`config.mk`:
```
export PLATFORM = sky130hd
export DESIGN_NAME = alien_march_ctrl
export DESIGN_NICKNAME = d
export VERILOG_FILES = /design/src/rtl/alien_march_ctrl.sv
export SDC_FILE = /design/constraint.sdc
export NUM_CORES = 1
export LEC_CHECK = 0
export BUFFER_PORTS_ARGS = -buffer_cell sky130_fd_sc_hd__buf_2
export CAP_MARGIN = 20
export CELL_PAD_IN_SITES_DETAIL_PLACEMENT = 0
export CELL_PAD_IN_SITES_GLOBAL_PLACEMENT = 2
export CORE_MARGIN = 4
export CORE_UTILIZATION = 31
export DETAILED_ROUTE_END_ITERATION = 6
export PLACE_DENSITY_LB_ADDON = 0.25
export SETUP_SLACK_MARGIN = 0.02
export SYNTH_ARGS = -nofsm -noshare
export SYNTH_HDL_FRONTEND = slang
export SYNTH_SLANG_ARGS = --single-unit
```
`constraint.sdc`:
```
create_clock -name clk -period 2.76 [get_ports clk]
set_input_delay 0.69 -clock clk [delete_from_list [all_inputs] [get_ports clk]]
set_output_delay 0.69 -clock clk [all_outputs]
set_load 0.05 [all_outputs]
```
`src/rtl/alien_march_ctrl.sv`:
```
// rtl/alien_march_ctrl.sv - alien formation march controller (optional MARCH_SPEEDUP_EN: alive-count step-rate divider)
module alien_march_ctrl #(
  parameter logic [10:0] X_START     = 11'd0,
  parameter logic [10:0] X_MIN       = 11'd0,
  parameter logic [10:0] X_MAX       = 11'd256,
  parameter logic [10:0] STEP_X      = 11'd8,
  parameter logic [10:0] STEP_Y      = 11'd16,
  parameter logic [10:0] Y_LIMIT     = 11'd320,
  parameter logic [5:0]  DIV4_THRESH = 6'd24,
  parameter logic [5:0]  DIV2_THRESH = 6'd8
) (
  input  logic        clk,
  input  logic        resetN,
  input  logic        tick,
  input  logic        start,
  input  logic        freeze,
  input  logic [5:0]  alive_count,
  output logic [10:0] offsetX,
  output logic [10:0] offsetY,
  output logic        dir_right,
  output logic        step_pulse,
  output logic        landed,
  output logic [1:0]  state_dbg
);

  typedef enum logic [1:0] {
    IDLE    = 2'd0,
    MARCH   = 2'd1,
    LANDED  = 2'd2,
    CLEARED = 2'd3
  } state_t;

`ifdef MARCH_SPEEDUP_EN
  localparam logic SPEEDUP = 1'b1;
`else
  localparam logic SPEEDUP = 1'b0;
`endif

  state_t      state_q, state_d;
  logic [10:0] offset_x_q, offset_x_d;
  logic [10:0] offset_y_q, offset_y_d;
  logic        dir_right_q, dir_right_d;
  logic        step_pulse_q, step_pulse_d;
  logic        landed_q, landed_d;
  logic [1:0]  tick_cnt_q, tick_cnt_d;

  logic [2:0]  div_w;
  logic [2:0]  cnt_next_w;
  logic [11:0] right_x_w;
  logic [11:0] down_y_w;
  logic        can_right_w;
  logic        can_left_w;
  logic        hit_limit_w;

  // Fewer live aliens -> faster march; without the speedup every qualified tick steps.
  always_comb begin
    div_w = 3'd1;
    if (SPEEDUP && (alive_count >= DIV4_THRESH)) begin
      div_w = 3'd4;
    end else if (SPEEDUP && (alive_count >= DIV2_THRESH)) begin
      div_w = 3'd2;
    end
  end

  // 12-bit wall and floor compares so an oversized step can never wrap.
  assign cnt_next_w  = {1'b0, tick_cnt_q} + 3'd1;
  assign right_x_w   = {1'b0, offset_x_q} + {1'b0, STEP_X};
  assign down_y_w    = {1'b0, offset_y_q} + {1'b0, STEP_Y};
  assign can_right_w = right_x_w <= {1'b0, X_MAX};
  assign can_left_w  = {1'b0, offset_x_q} >= ({1'b0, X_MIN} + {1'b0, STEP_X});
  assign hit_limit_w = down_y_w >= {1'b0, Y_LIMIT};

  // Next-state logic: start wins everywhere, then clear check, then tick-driven steps.
  always_comb begin
    state_d      = state_q;
    offset_x_d   = offset_x_q;
    offset_y_d   = offset_y_q;
    dir_right_d  = dir_right_q;
    step_pulse_d = 1'b0;
    landed_d     = landed_q;
    tick_cnt_d   = tick_cnt_q;

    if (start) begin
      state_d     = MARCH;
      offset_x_d  = X_START;
      offset_y_d  = 11'd0;
      dir_right_d = 1'b1;
      tick_cnt_d  = 2'd0;
      landed_d    = 1'b0;
    end else begin
      case (state_q)
        MARCH: begin
          if (alive_count == 6'd0) begin
            state_d = CLEARED;
          end else if (tick && !freeze) begin
            if (cnt_next_w >= div_w) begin
              tick_cnt_d   = 2'd0;
              step_pulse_d = 1'b1;
              if (dir_right_q && can_right_w) begin
                offset_x_d = right_x_w[10:0];
              end else if (!dir_right_q && can_left_w) begin
                offset_x_d = offset_x_q - STEP_X;
              end else begin
                offset_y_d  = down_y_w[10:0];
                dir_right_d = ~dir_right_q;
                if (hit_limit_w) begin
                  landed_d = 1'b1;
                  state_d  = LANDED;
                end
              end
            end else begin
              tick_cnt_d = cnt_next_w[1:0];
            end
          end
        end
        default: ;
      endcase
    end
  end

  // State and output registers; reset drops step_pulse immediately.
  always_ff @(posedge clk or negedge resetN) begin
    if (!resetN) begin
      state_q      <= IDLE;
      offset_x_q   <= X_START;
      offset_y_q   <= 11'd0;
      dir_right_q  <= 1'b1;
      step_pulse_q <= 1'b0;
      landed_q     <= 1'b0;
      tick_cnt_q   <= 2'd0;
    end else begin
      state_q      <= state_d;
      offset_x_q   <= offset_x_d;
      offset_y_q   <= offset_y_d;
      dir_right_q  <= dir_right_d;
      step_pulse_q <= step_pulse_d;
      landed_q     <= landed_d;
      tick_cnt_q   <= tick_cnt_d;
    end
  end

  assign offsetX    = offset_x_q;
  assign offsetY    = offset_y_q;
  assign dir_right  = dir_right_q;
  assign step_pulse = step_pulse_q;
  assign landed     = landed_q;
  assign state_dbg  = state_q;

endmodule
```
## Yosys cells after proc, flatten, opt, wreduce, memory -nomap -nowiden

Cells that the tools add are included.

- Bits in registers: 29
- Logic and storage cells: 88

- Add/subtract/negate cells: 4
- Magnitude comparators: 4
- Eq/ne operators: 6
- Muxes and demuxes: 47
- Bitwise operators: 1
- Reduce and logical (&&, ||, !) cells: 19

Operators by type and width:

| kind | count |
|---|---|
| two-way mux 11 bit | 14 |
| two-way mux 2 bit | 13 |
| two-way mux 1 bit | 20 |
| adder 11 x 4 -> 12 bit (second input constant) | 1 |
| adder 11 x 5 -> 12 bit (second input constant) | 1 |
| >= comparator 12 x 9 -> 1 bit (second input constant) | 1 |
| <= comparator 12 x 9 -> 1 bit (second input constant) | 1 |
| AND reduction 6 bit | 2 |
| nonzero test 3 bit | 4 |
| >= comparator 11 x 4 -> 1 bit (second input constant) | 1 |
| subtractor 11 x 4 -> 11 bit (second input constant) | 1 |
| nonzero test 2 bit | 4 |
| AND reduction 7 bit | 1 |
| zero test 6 bit | 1 |
| inequality test 2 bit (second input constant) | 3 |
| inequality test 3 bit (second input constant) | 2 |
| AND reduction 5 bit | 1 |
| adder 2 x 1 -> 3 bit (second input constant) | 1 |
| >= comparator 3 x 1 -> 1 bit (second input constant) | 1 |
| logical AND 1 bit | 3 |
| AND reduction 3 bit | 1 |
| == test 2 x 1 -> 1 bit (second input constant) | 1 |
| zero test 1 bit | 2 |
| NOT 1 bit | 1 |

## Longest topological paths before layout

- Depth in word-level cells: 10
- Depth in mapped cells: 10

## Least setup slack after synthesis

OpenSTA, ideal clock, no wires.

- Path type: register to register
- Start: register offset_x_q[4], in the netlist offsetX[4]
- End: register offset_x_q[7], in the netlist offsetX[7]
- Setup time: 0.128 ns
- Data arrival time: 2.462 ns
- Required time: 2.632 ns
- Slack: 0.170 ns
- Cell stages (with the launch flop): 7
- Buffers on the path: 0
- Period minus slack after synthesis: 2.590 ns
- Cells stage by stage: dfrtp_1 ha_1 nand2_1 o41ai_4 nand2_2 o31ai_2 mux2_1

- Cells in the longest elaborated chain, start to end: 9
- Elaborated cells between the ends (all ways): 15

RTL lines:

| element | RTL line | RTL |
|---|---|---|
| start: declaration | 40 | `logic [10:0] offset_x_q, offset_x_d;` |
| start signal: assignment | 133 | `offset_x_q <= offset_x_d;` |
| adder 11 x 4 -> 12 bit | 67 | `assign right_x_w = {1'b0, offset_x_q} + {1'b0, STEP_X};` |
| <= comparator 12 x 9 -> 1 bit | 69 | `assign can_right_w = right_x_w <= {1'b0, X_MAX};` |
| logical AND 1 bit | 99 | `if (dir_right_q && can_right_w) begin` |
| two-way mux 11 bit | 99 |  |
| two-way mux 11 bit | 96 | `if (cnt_next_w >= div_w) begin` |
| two-way mux 11 bit | 95 | `end else if (tick && !freeze) begin` |
| two-way mux 11 bit | 93 | `if (alive_count == 6'd0) begin` |
| two-way mux 11 bit | 91 | `case (state_q)` |
| two-way mux 11 bit | 83 | `if (start) begin` |

Parallel ways exist; a longest one is shown, timed or not. The select of a mux whose other input is x is not followed.
A chain may end at the register's enable or synchronous reset.

## Final worst setup path

Ends and elaborated chain as after synthesis.

==> out/results.tsv <==
metric	value	unit
setup TNS	0	ns
Post CTS Setup Buffer Count	0	
path type of the worst setup path	reg -> reg	
clk_lat worst skew	0.27	ns
First-pass DRT Iterations	4	
Die Wd	80.6	um
Final Non-Filler Cells	285	
Die Ht	80.6	um
share of cells above drive strength 1	22.8	%
Seq/Total Area, Yosys	33.8	%
Post-DRT Antenna Nets	0	
routed via count	1507	
routability cong.	0.871	
Gate Count Post-Synth	189	
cell count after placement	281	
Residual DRC	0	
Max Fclk	0.403	GHz
Initial Utilization	32.0	%
status	completed	
die area	0.00650	mm2
CP max stage delay	0.51	ns
vias in the first global route	1473	
port buffer count	30	
final net count	234	
Ports	38	
crit path buf inv count	1	
antenna violations before repair	0	
ant diodes	0	
total CTS buffers	3	
share of synthesized registers carrying an async set or reset	100	%
Yosys top cell area share	32.2	%
total core area	0.00511	mm2
H-tree depth	1	
routed len/inst	14.6	um
synthesis-stage register bit count	22	
CP Capture Type	flop	
top_reg_cell synth	dfrtp_1	
dpl cell area	0.00180	mm2
post-layout util	36.3	%
CP top delay family	compound AO/OA/AOI/OAI gates	
unrepaired setup endpoints after global routing	false	
Post-Syn Area	0.00163	mm2
clk_skew	0.0111	ns
Ys Warns	0	
average cell area after synthesis	8.65	um2
GRT Util Overall	13.8	%
drt initial violations	67	
Slew HR	56.2	%
cell area after layout	0.00185	mm2
Area growth, synth to finish	13.3	%
post-CTS sizing	0	
Slew Viols, Final	0	
clk root buf	clkbuf_8	
Tot Pwr	0.668	mW
Netlist cell types	54	
largest net degree at the start of global routing	24	
# setup viols final	0	
CP Max Fanout	9	
Critical Path Start Type	flop	
Synth area leader	dfrtp_1	
Critical Path, Cell by Cell	inv_1 -> ha_1 -> o2111ai_1 -> a32o_1 -> nand2_2 -> o31ai_2 -> mux2_1	
worst slack, placed	0.207	ns
final worst-path setup slack	0.276	ns
Cell Rows	26	
vias per inst	5.29	
Tmin final	2.48	ns
hold_buf cts	0	
Worst EP required	2.90	ns
actual slew at the worst max-slew pin	0.656	ns
ranking of synthesized cells by area	dfrtp_1 (32%), nor2_1 (5.7%), ha_1 (5.4%), nand2_1 (3.9%), buf_4 (3.7%)	
Final Cycle Share	90.0	%
crit path max-delay cell type	dfrtp_1	
Worst-path clk slew	0.09	ns
Final Hold Viols	0	
Leak	0.803	nW
power density over cell area	361	mW/mm2
Max Buffers Root-to-Sink	2	
Remaining Overflow, GRT	0	
type of the worst min-delay path	in -> async	
worst ir drop on vdd	0.202	mV
first-pass GRT wire length	7030	um
Num Clock Sinks	22	
number of flops mapped to enable cells by yosys	0	
Final Hold Slack	0.389	ns
CTS tree	built	
Max-Cap Viols	0	
hpwl dp	3120	um
critical path arrival	2.63	ns
Routed WL	4170	um
-- state kept, by name (all words and copies together), names as in the netlist --
name,flops
offsetX,8
state_dbg,2
dir_right,1
tick_cnt_q,2
landed,1
offsetY,7
step_pulse,1
-- cell families (layout without fill, tap and decap cells) --
group                      Yosys count  count (layout)  synth area share, %
DFF                                 22              22                 33.8
other                                1               7                0.229
buffers and inverters               26              46                 9.42
AOI/OAI and AO/OA                   47              47                 21.8
muxes                                2               2                 1.30
xor gates and xnor gates             6               6                 3.22
and+or+nand+nor                     78              78                 24.9
adders and majority gates            7               7                 5.36
-- placed cells by master (no fill, tap or decap), types with 3 or more instances in the layout --
cell type,n
o21ai_0,7
xnor2_1,6
nand2_1,17
inv_1,9
buf_4,3
a311oi_1,4
buf_2,30
a21o_1,4
a31oi_1,6
conb_1,7
a21oi_1,11
clkbuf_8,4
nor2_1,25
dfrtp_1,21
nand3_1,10
nand4_1,5
ha_1,7
-- synthesized netlist by cell type (5+ instances only) --
| cell type | instances |
|---|---|
| nand3_1 | 10 |
| nand2_1 | 17 |
| inv_1 | 9 |
| dfrtp_1 | 21 |
| ha_1 | 7 |
| a21oi_1 | 11 |
| o21ai_0 | 7 |
| a31oi_1 | 6 |
| nor2_1 | 25 |
| buf_4 | 8 |
| xnor2_1 | 6 |
| nand4_1 | 5 |
-- layer usage --
metal	share of wire, %	track usage (%)
met5	0	0
met3	6.0	2.80
met1	42	16.1
met2	50	24.3
met4	2.5	5.57
-- area by class of cell --
type                    instances  area [um2]
clock buffers                   4        55.1
inverters                       9        33.8
repair buffers                 33         173
fillers                       547        3260
flip-flops and latches         22         552
well taps                      70        87.6
multi-input cells             147         951
-- final timing paths --
check | to | start | cells after the start | slack, ns
max | offsetX[7] | offsetX[4] | 7 | 0.28
min in group clk | landed | landed | 2 | 0.51
min reg2reg | landed | landed | 2 | 0.51
max reg2reg | offsetX[7] | offsetX[4] | 7 | 0.28
min | offsetX[4] | resetN | 1 | 0.39
max in group asynchronous | state_dbg[0] | resetN | 1 | 2.00
-- power by group --
part | total (mW) | leakage (nW) | internal (mW) | switching (mW)
sequential | 0.330 | 0.297 | 0.325 | 0.00463
clock | 0.238 | 0.0288 | 0.127 | 0.110
combinational | 0.101 | 0.477 | 0.0260 | 0.0746
total | 0.668 | 0.803 | 0.478 | 0.190
Note: power is estimated with default switching activity, not from simulation.
